**src/rtl/knight_pkg.sv**
```systemverilog
// knight_pkg: shared types and constants for the Knight action sequencer.
// Holds state/status encodings, keycodes and the registered output bundle.
package knight_pkg;

    localparam int CNT_W = 6;

    typedef enum logic [2:0] {
        ST_IDLE,
        ST_WALK,
        ST_RISE,
        ST_FALL,
        ST_ATTACK,
        ST_HURT,
        ST_DEAD
    } state_e;

    typedef enum logic [3:0] {
        STAT_IDLE    = 4'd0,
        STAT_WALK    = 4'd1,
        STAT_JUMP_UP = 4'd2,
        STAT_DOWN    = 4'd3,
        STAT_ATTACK  = 4'd4,
        STAT_HURT    = 4'd5,
        STAT_DEAD    = 4'd6
    } status_e;

    localparam logic [7:0] KEY_LEFT   = 8'h50;
    localparam logic [7:0] KEY_RIGHT  = 8'h4F;
    localparam logic [7:0] KEY_JUMP   = 8'h52;
    localparam logic [7:0] KEY_DOWN   = 8'h51;
    localparam logic [7:0] KEY_ATTACK = 8'h1B;

    typedef logic signed [9:0] step_t;

    typedef struct packed {
        step_t   x_step;
        step_t   y_step;
        status_e status;
        logic    inverse;
        logic    attack_active;
        logic    invuln;
    } out_t;

endpackage

```
**src/rtl/knight_action_ctrl_if.sv**
```systemverilog
// knight_action_ctrl_if: per-frame player inputs and step/status commands
// between the game logic (master) and the action sequencer (slave).
interface knight_action_ctrl_if;
    logic [7:0]        keycode;
    logic              on_ground;
    logic              hit;
    logic              respawn;
    logic [3:0]        life;
    logic signed [9:0] x_step;
    logic signed [9:0] y_step;
    logic [3:0]        status;
    logic              inverse;
    logic              attack_active;
    logic              invuln;

    modport master (
        output keycode, on_ground, hit, respawn, life,
        input  x_step, y_step, status, inverse, attack_active, invuln
    );

    modport slave (
        input  keycode, on_ground, hit, respawn, life,
        output x_step, y_step, status, inverse, attack_active, invuln
    );
endinterface

```
**src/rtl/frame_countdown.sv**
```systemverilog
// frame_countdown: loadable frame counter that counts down once per tick
// and saturates at zero.
module frame_countdown
    import knight_pkg::*;
(
    input  logic             clk,
    input  logic             rst,
    input  logic             load_i,
    input  logic [CNT_W-1:0] load_val_i,
    input  logic             tick_i,
    output logic [CNT_W-1:0] count_o,
    output logic             zero_o
);

    logic [CNT_W-1:0] count_q;

    // NOTE: sequential state uses non-blocking assignment so every flop samples pre-edge values.
    always_ff @(posedge clk) begin
        if (rst) begin
            count_q <= '0;
        end else if (load_i) begin
            count_q <= load_val_i;
        end else if (tick_i && count_q != '0) begin
            count_q <= count_q - CNT_W'(1);
        end
    end

    assign count_o = count_q;
    assign zero_o  = (count_q == '0);

endmodule

```
**src/rtl/knight_action_ctrl.sv**
```systemverilog
// knight_action_ctrl: per-frame attack/jump/walk/hurt/death arbitration for the Knight.
// Build option: define KNIGHT_DOUBLE_JUMP_EN to allow one extra jump per airtime.
module knight_action_ctrl
    import knight_pkg::*;
#(
    parameter int WALK_STEP       = 2,
    parameter int JUMP_STEP       = 6,
    parameter int JUMP_FRAMES     = 27,
    parameter int ATTACK_FRAMES   = 8,
    parameter int ATTACK_COOLDOWN = 12,
    parameter int HURT_FRAMES     = 30
) (
    input  logic                 frame_clk,
    input  logic                 Reset,
    knight_action_ctrl_if.slave  bus
);

    localparam step_t WALK_POS = step_t'(WALK_STEP);
    localparam step_t WALK_NEG = -step_t'(WALK_STEP);
    localparam step_t JUMP_POS = step_t'(JUMP_STEP);

    state_e state_q;
    out_t   out_q;

    logic [CNT_W-1:0] rise_cnt, atk_cnt, cool_cnt, hurt_cnt;
    logic             rise_zero, atk_zero, cool_zero, hurt_zero;
    logic             rise_last, atk_last, cool_last, hurt_last;
    logic [7:0]       key_eff;
    logic             dead_go, respawn_go, hurt_go, no_override, mobile;
    logic             hurt_done, atk_done, atk_go, jump_go, dj_go, rise_keep;

    function automatic out_t idle_out(input logic inv);
        idle_out = '{x_step: '0, y_step: '0, status: STAT_IDLE, inverse: inv,
                     attack_active: 1'b0, invuln: 1'b0};
    endfunction

    function automatic out_t rise_out(input logic inv);
        rise_out        = idle_out(inv);
        rise_out.y_step = -JUMP_POS;
        rise_out.status = STAT_JUMP_UP;
    endfunction

    function automatic out_t fall_out(input logic [7:0] key, input logic inv);
        fall_out        = idle_out(inv);
        fall_out.y_step = JUMP_POS;
        fall_out.status = STAT_DOWN;
        if (key == KEY_LEFT) begin
            fall_out.x_step  = WALK_NEG;
            fall_out.inverse = 1'b1;
        end else if (key == KEY_RIGHT) begin
            fall_out.x_step  = WALK_POS;
            fall_out.inverse = 1'b0;
        end
    endfunction

    function automatic step_t gravity(input logic grounded);
        gravity = grounded ? '0 : JUMP_POS;
    endfunction

    // A counter at 1 is in its final frame; decisions fire then so windows last exactly N frames.
    assign rise_last = rise_zero || rise_cnt == CNT_W'(1);
    assign atk_last  = atk_zero  || atk_cnt  == CNT_W'(1);
    assign cool_last = cool_zero || cool_cnt == CNT_W'(1);
    assign hurt_last = hurt_zero || hurt_cnt == CNT_W'(1);

    assign key_eff     = (bus.keycode == KEY_ATTACK) ? 8'h00 : bus.keycode;
    assign dead_go     = (state_q == ST_DEAD) || (bus.life == '0);
    assign respawn_go  = !dead_go && bus.respawn;
    assign hurt_go     = !dead_go && !bus.respawn && bus.hit && !out_q.invuln;
    assign no_override = !dead_go && !bus.respawn && !hurt_go;
    assign mobile      = state_q inside {ST_IDLE, ST_WALK, ST_RISE, ST_FALL};
    assign hurt_done   = no_override && state_q == ST_HURT && hurt_last;
    assign atk_done    = no_override && state_q == ST_ATTACK && atk_last;
    assign atk_go      = no_override && mobile && bus.keycode == KEY_ATTACK && cool_last;
    assign jump_go     = no_override && !atk_go && state_q inside {ST_IDLE, ST_WALK}
                         && bus.on_ground && key_eff == KEY_JUMP;
    assign rise_keep   = state_q == ST_RISE && key_eff == KEY_JUMP && !rise_last;

`ifdef KNIGHT_DOUBLE_JUMP_EN
    logic [7:0] prev_key_q;
    logic       air_jump_avail_q;

    assign dj_go = no_override && !atk_go && key_eff == KEY_JUMP && prev_key_q != KEY_JUMP
                   && air_jump_avail_q
                   && (state_q == ST_RISE || (state_q == ST_FALL && !bus.on_ground));

    always_ff @(posedge frame_clk) begin
        if (Reset) begin
            prev_key_q       <= '0;
            air_jump_avail_q <= 1'b1;
        end else begin
            prev_key_q <= bus.keycode;
            if (dj_go) begin
                air_jump_avail_q <= 1'b0;
            end else if (bus.on_ground || bus.respawn) begin
                air_jump_avail_q <= 1'b1;
            end
        end
    end
`else
    assign dj_go = 1'b0;
`endif

    frame_countdown u_rise_cnt (
        .clk(frame_clk), .rst(Reset), .load_i(jump_go || dj_go),
        .load_val_i(CNT_W'(JUMP_FRAMES)), .tick_i(1'b1), .count_o(rise_cnt), .zero_o(rise_zero)
    );

    frame_countdown u_atk_cnt (
        .clk(frame_clk), .rst(Reset), .load_i(atk_go || hurt_go || respawn_go),
        .load_val_i(atk_go ? CNT_W'(ATTACK_FRAMES) : '0), .tick_i(1'b1),
        .count_o(atk_cnt), .zero_o(atk_zero)
    );

    frame_countdown u_cool_cnt (
        .clk(frame_clk), .rst(Reset), .load_i(atk_done || respawn_go),
        .load_val_i(atk_done ? CNT_W'(ATTACK_COOLDOWN) : '0), .tick_i(1'b1),
        .count_o(cool_cnt), .zero_o(cool_zero)
    );

    frame_countdown u_hurt_cnt (
        .clk(frame_clk), .rst(Reset), .load_i(hurt_go || respawn_go),
        .load_val_i(hurt_go ? CNT_W'(HURT_FRAMES) : '0), .tick_i(1'b1),
        .count_o(hurt_cnt), .zero_o(hurt_zero)
    );

    always_ff @(posedge frame_clk) begin
        if (Reset) begin
            state_q <= ST_IDLE;
            out_q   <= idle_out(1'b0);
        end else if (dead_go) begin
            state_q <= ST_DEAD;
            out_q   <= '{x_step: '0, y_step: '0, status: STAT_DEAD, inverse: out_q.inverse,
                         attack_active: 1'b0, invuln: 1'b0};
        end else if (respawn_go) begin
            state_q <= ST_IDLE;
            out_q   <= idle_out(out_q.inverse);
        end else if (hurt_go) begin
            state_q <= ST_HURT;
            out_q   <= '{x_step: out_q.inverse ? WALK_POS : WALK_NEG,
                         y_step: gravity(bus.on_ground), status: STAT_HURT,
                         inverse: out_q.inverse, attack_active: 1'b0, invuln: 1'b1};
        end else begin
            case (state_q)
                ST_HURT, ST_ATTACK: begin
                    if (hurt_done || atk_done) begin
                        state_q <= bus.on_ground ? ST_IDLE : ST_FALL;
                        out_q   <= bus.on_ground ? idle_out(out_q.inverse)
                                                 : fall_out(8'h00, out_q.inverse);
                    end else begin
                        out_q.y_step <= gravity(bus.on_ground);
                    end
                end
                default: begin
                    if (atk_go) begin
                        state_q <= ST_ATTACK;
                        out_q   <= '{x_step: '0, y_step: gravity(bus.on_ground),
                                     status: STAT_ATTACK, inverse: out_q.inverse,
                                     attack_active: 1'b1, invuln: 1'b0};
                    end else if (jump_go || dj_go || rise_keep) begin
                        state_q <= ST_RISE;
                        out_q   <= rise_out(out_q.inverse);
                    end else if (state_q == ST_RISE || !bus.on_ground) begin
                        state_q <= ST_FALL;
                        out_q   <= fall_out(key_eff, out_q.inverse);
                    end else if (state_q == ST_FALL
                                 || !(key_eff == KEY_LEFT || key_eff == KEY_RIGHT)) begin
                        state_q <= ST_IDLE;
                        out_q   <= idle_out(out_q.inverse);
                    end else begin
                        state_q <= ST_WALK;
                        out_q   <= '{x_step: (key_eff == KEY_LEFT) ? WALK_NEG : WALK_POS,
                                     y_step: '0, status: STAT_WALK,
                                     inverse: (key_eff == KEY_LEFT), attack_active: 1'b0,
                                     invuln: 1'b0};
                    end
                end
            endcase
        end
    end

    assign bus.x_step        = out_q.x_step;
    assign bus.y_step        = out_q.y_step;
    assign bus.status        = out_q.status;
    assign bus.inverse       = out_q.inverse;
    assign bus.attack_active = out_q.attack_active;
    assign bus.invuln        = out_q.invuln;

endmodule

```
**src/flat_wrapper.sv**
```systemverilog
// flat-port wrapper written by rule: the top's interface ports become plain ports
module knight_action_ctrl_flat import knight_pkg::*;
#(
    parameter int WALK_STEP       = 2,
    parameter int JUMP_STEP       = 6,
    parameter int JUMP_FRAMES     = 27,
    parameter int ATTACK_FRAMES   = 8,
    parameter int ATTACK_COOLDOWN = 12,
    parameter int HURT_FRAMES     = 30
)
  (frame_clk, Reset, bus_keycode, bus_on_ground, bus_hit, bus_respawn, bus_life, bus_x_step, bus_y_step, bus_status, bus_inverse, bus_attack_active, bus_invuln);
  knight_action_ctrl_if bus_i ();
  input  logic frame_clk;
  input  logic Reset;
  input wire logic [$bits(bus_i.keycode)-1:0] bus_keycode;
  input wire logic [$bits(bus_i.on_ground)-1:0] bus_on_ground;
  input wire logic [$bits(bus_i.hit)-1:0] bus_hit;
  input wire logic [$bits(bus_i.respawn)-1:0] bus_respawn;
  input wire logic [$bits(bus_i.life)-1:0] bus_life;
  output wire logic [$bits(bus_i.x_step)-1:0] bus_x_step;
  output wire logic [$bits(bus_i.y_step)-1:0] bus_y_step;
  output wire logic [$bits(bus_i.status)-1:0] bus_status;
  output wire logic [$bits(bus_i.inverse)-1:0] bus_inverse;
  output wire logic [$bits(bus_i.attack_active)-1:0] bus_attack_active;
  output wire logic [$bits(bus_i.invuln)-1:0] bus_invuln;
  assign bus_i.keycode = bus_keycode;
  assign bus_i.on_ground = bus_on_ground;
  assign bus_i.hit = bus_hit;
  assign bus_i.respawn = bus_respawn;
  assign bus_i.life = bus_life;
  assign bus_x_step = bus_i.x_step;
  assign bus_y_step = bus_i.y_step;
  assign bus_status = bus_i.status;
  assign bus_inverse = bus_i.inverse;
  assign bus_attack_active = bus_i.attack_active;
  assign bus_invuln = bus_i.invuln;
  knight_action_ctrl #(.WALK_STEP(WALK_STEP), .JUMP_STEP(JUMP_STEP), .JUMP_FRAMES(JUMP_FRAMES), .ATTACK_FRAMES(ATTACK_FRAMES), .ATTACK_COOLDOWN(ATTACK_COOLDOWN), .HURT_FRAMES(HURT_FRAMES)) u_core (.frame_clk(frame_clk), .Reset(Reset), .bus(bus_i));
endmodule
```
**config.mk**
```make
export PLATFORM = sky130hd
export DESIGN_NAME = knight_action_ctrl_flat
export DESIGN_NICKNAME = d
export VERILOG_FILES = /design/src/rtl/knight_pkg.sv /design/src/rtl/knight_action_ctrl_if.sv /design/src/rtl/frame_countdown.sv /design/src/rtl/knight_action_ctrl.sv /design/src/flat_wrapper.sv
export SDC_FILE = /design/constraint.sdc
export NUM_CORES = 1
export LEC_CHECK = 0
export ABC_CLOCK_PERIOD_IN_PS = 3250
export CAP_MARGIN = 40
export CORE_ASPECT_RATIO = 1.1
export CORE_UTILIZATION = 51
export DETAILED_ROUTE_END_ITERATION = 8
export GPL_ROUTABILITY_DRIVEN = 0
export MAX_ROUTING_LAYER = met4
export PLACE_DENSITY = 0.78
export SLEW_MARGIN = 30
export SYNTH_ARGS = -nofsm -noshare
export SYNTH_HDL_FRONTEND = slang
export SYNTH_HIERARCHICAL = 1
export SYNTH_SLANG_ARGS = --single-unit
export TNS_END_PERCENT = 5
```
**constraint.sdc**
```tcl
create_clock -name frame_clk -period 3.25 [get_ports frame_clk]
set_clock_uncertainty 0.15 [all_clocks]
set_input_delay 0.65 -clock frame_clk [delete_from_list [all_inputs] [get_ports frame_clk]]
set_output_delay 0.65 -clock frame_clk [all_outputs]
set_load 0.03 [all_outputs]
```
==> metrics.cfg <==
[floorplan]
die-area_sq_um=5000
core_sq_um=4410
num_io_pins=44
die_x_um=67.5
die_y_um=74.1
rows=25
initial_core_util_pct=54.6

[finish]
area_growth_pct=24.6
insertedDiodeCount=0
drive_gt1_share_pct=13.5
final_cell_mix=clkdlybuf4s50_1, conb_1, dfxtp_1
fin_nets=373
final_common_cell=clkdlybuf4s50_1

[timing]
rsz0062_at_grt=false
relSlewSlack_pct=59.8
fin_crit_ps=2950
max_clock_freq_ghz=0.339
fin_crit_sh_pct=90.7
tightestPinTransition_ps=597
finalMaxSlewViolations=0
finalHoldViolCount=0
tns_ps=0
finalSetupViolCount=0

[place]
port_buffers=40
hpwl_um=4170

[setup_path]
reg2regPathDepth=12
arrival_ps=2990
worstSetupPathType=primary input to flop
startpoint_type=primary input
critPathMaxStageDelay_ps=570
r2r-start=u_core/u_atk_cnt/count_o[0]$_SDFFE_PP0P_
r2r_slack_ps=390
cp_cell_sequence=clkdlybuf4s50_1 -> nor2b_1 -> or3_1 -> or4_4 -> or2b_1 -> inv_1 -> o2111ai_1 -> o21ai_1 -> a311oi_1
required_ps=3290
worst-path-max-fanout=9
cp_slowest_cell=or4_4
r2r-end=u_core/u_cool_cnt/count_o[1]$_SDFFE_PP0P_
cp-end-kind=flop

[clocking]
hold_buffers=0
cts.reportedPaths.clkPinSlew_ps=70
clock_path_buffers=2
cts.sinks=35
post-cts-setup-buffers=0
clock_latency_ps=290
clockRootBuffer=clkbuf_8
h-tree-depth=2
ctsResizeCount=0
cts_tree=yes
cts-buffers-inserted=5

[drt]
num_vias=2183
dr_wl_met3_um=238
drt-met1-wl_um=2440
first_pass_iters=4
drt_first_iter_violations=108
drc=0
wl_met2_um=2680
drtAntennaViolNets=0
highest_layer=met4
routedWlPerCell_um=13.4
viasPerCell=5.42
wirelength_um=5420

[power_and_ir_drop]
switchingPower_mw=0.520
power.share.clock_pct=21.3
totalPowerFinal_mw=1.43
p_int_mw=0.906
swShare_pct=36.5
power.density_nw_per_um2=475
power_frac_seq_pct=40.6
peakVddDrop_v=0.000322
p_comb_share_pct=38.1
p_leak_nw=1.15

[synth]
synthDistinctLibCells=51
yosysWarningCount=6
synth-edff-count=0
syn_area_sq_um=2410
synthCells=280
avgSynthCellArea_sq_um=8.61
synth_area_leaders=dfxtp_1, or4b_4, buf_4
synthArstFlopShare_pct=0
synth_top_area_share_pct=29.1
yosysTopAreaCell=dfxtp_1
synth_flop_cell=dfxtp_1
yosysSeqAreaShare_pct=29.1
ys_ff_latch=35

[worst_hold_path]
min_to=u_core/bus.x_step[1]$_SDFFE_PP0P_
worstHoldStart=u_core/bus.x_step[1]$_SDFFE_PP0P_
holdCritPathClass=flop to flop
holdPathStages=2

[run]
maxCapViolations=0

[grt]
grt.total_usage_pct=24.1
grt_pass1_wl_um=8920
grt_antenna_before_repair=0
grt_max_degree=18
overflow=0
grt_pass1_vias=1978

[status]
outcome=complete, no violations

[worst max-delay path by stage]
stage	to	slack [ps]	from
global placement	u_core/u_atk_cnt/count_o[1]$_SDFFE_PP0P_	110	bus_keycode[2]
CTS	u_core/u_atk_cnt/count_o[1]$_SDFFE_PP0P_	310	bus_hit
detailed placement	u_core/u_atk_cnt/count_o[1]$_SDFFE_PP0P_	10	bus_hit
global route	u_core/u_atk_cnt/count_o[5]$_SDFFE_PP0P_	50	bus_life[1]
finish	u_core/u_atk_cnt/count_o[1]$_SDFFE_PP0P_	300	bus_hit
floorplan	u_core/u_atk_cnt/count_o[1]$_SDFFE_PP0P_	660	bus_hit
[power groups by stage]
stage	Clock (mW)	Combinational, mW	Sequential (mW)
after global routing	0.331	0.597	0.588
after detailed placement	0	0.533	0.583
after CTS	0.310	0.541	0.577
after global placement	0	0.521	0.579
final	0.304	0.543	0.578
after floorplan	0	0.414	0.572
[cells in the mapped netlist (5+ instances only)]
cell      count
nor2_1       29
inv_1        21
nor3_1       19
dfxtp_1      35
nand2b_1      6
nor4_1        8
ha_1          8
or4b_4        9
a211oi_2      5
o21bai_1      6
nand2_1       8
a211oi_1     14
a21oi_1      17
buf_4        16
xnor2_1       8
nor3_2        5
[final cells by class]
type	instances	area, sq um
tap	54	67.6
clock inverter	1	5.00
inverter	23	91.3
multi-input combinational	235	1600
fill	376	1410
sequential	35	701
timing repair buffer	48	460
clock buffer	7	76.3
[critical path: cells and delay by family]
kind | cells | cell delay [ps]
AOI/OAI and AO/OA | 3 | 430
buffers and inverters | 2 | 550
and+or+nand+nor | 4 | 1350
[kinds of logic after synthesis]
kind of cell             Yosys count  synth area share (%)
AO/OA/AOI/OAI                     71                  22.1
XOR/XNOR                           8                  2.91
adder cells (fa/ha/maj)            8                  4.15
buffers and inverters             44                  9.76
flip-flops                        35                  29.1
multiplexers                       4                  1.66
other                              2                 0.312
AND/OR/NAND/NOR                  108                  30.1
[state kept, by name, indices dropped and copies added (netlist names)]
signal and flops:
u_core/u_atk_cnt/count_o 6, u_core/u_cool_cnt/count_o 6, u_core/u_hurt_cnt/count_o 6, u_core/u_rise_cnt/count_o 6
u_core/bus.y_step 3, u_core/state_q 3, u_core/bus.x_step 2, u_core/bus.attack_active 1
u_core/bus.inverse 1, u_core/bus.invuln 1
[per-stage QoR]
stage / hold slack, ps / std cells / util, % / area (sq um) / setup slack [ps]
floorplan: 343 / 314 / - / 2540 / 663
global placement: 302 / 395 / 66.2 / 2920 / 105
detailed placement: 300 / 395 / 66.2 / 2920 / 12.1
CTS: 312 / 403 / 68.1 / 3000 / 306
global route: 368 / 403 / 68.1 / 3000 / 48.4
finish: 312 / 403 / 68.1 / 3000 / 303
[routing by layer]
metal	track usage [%]	vias up
met5	-	-
met2	40.0	49
li1	-	1123
met3	4.75	6
met4	7.80	0
met1	28.8	1005
(Power assumes the default switching activity.)
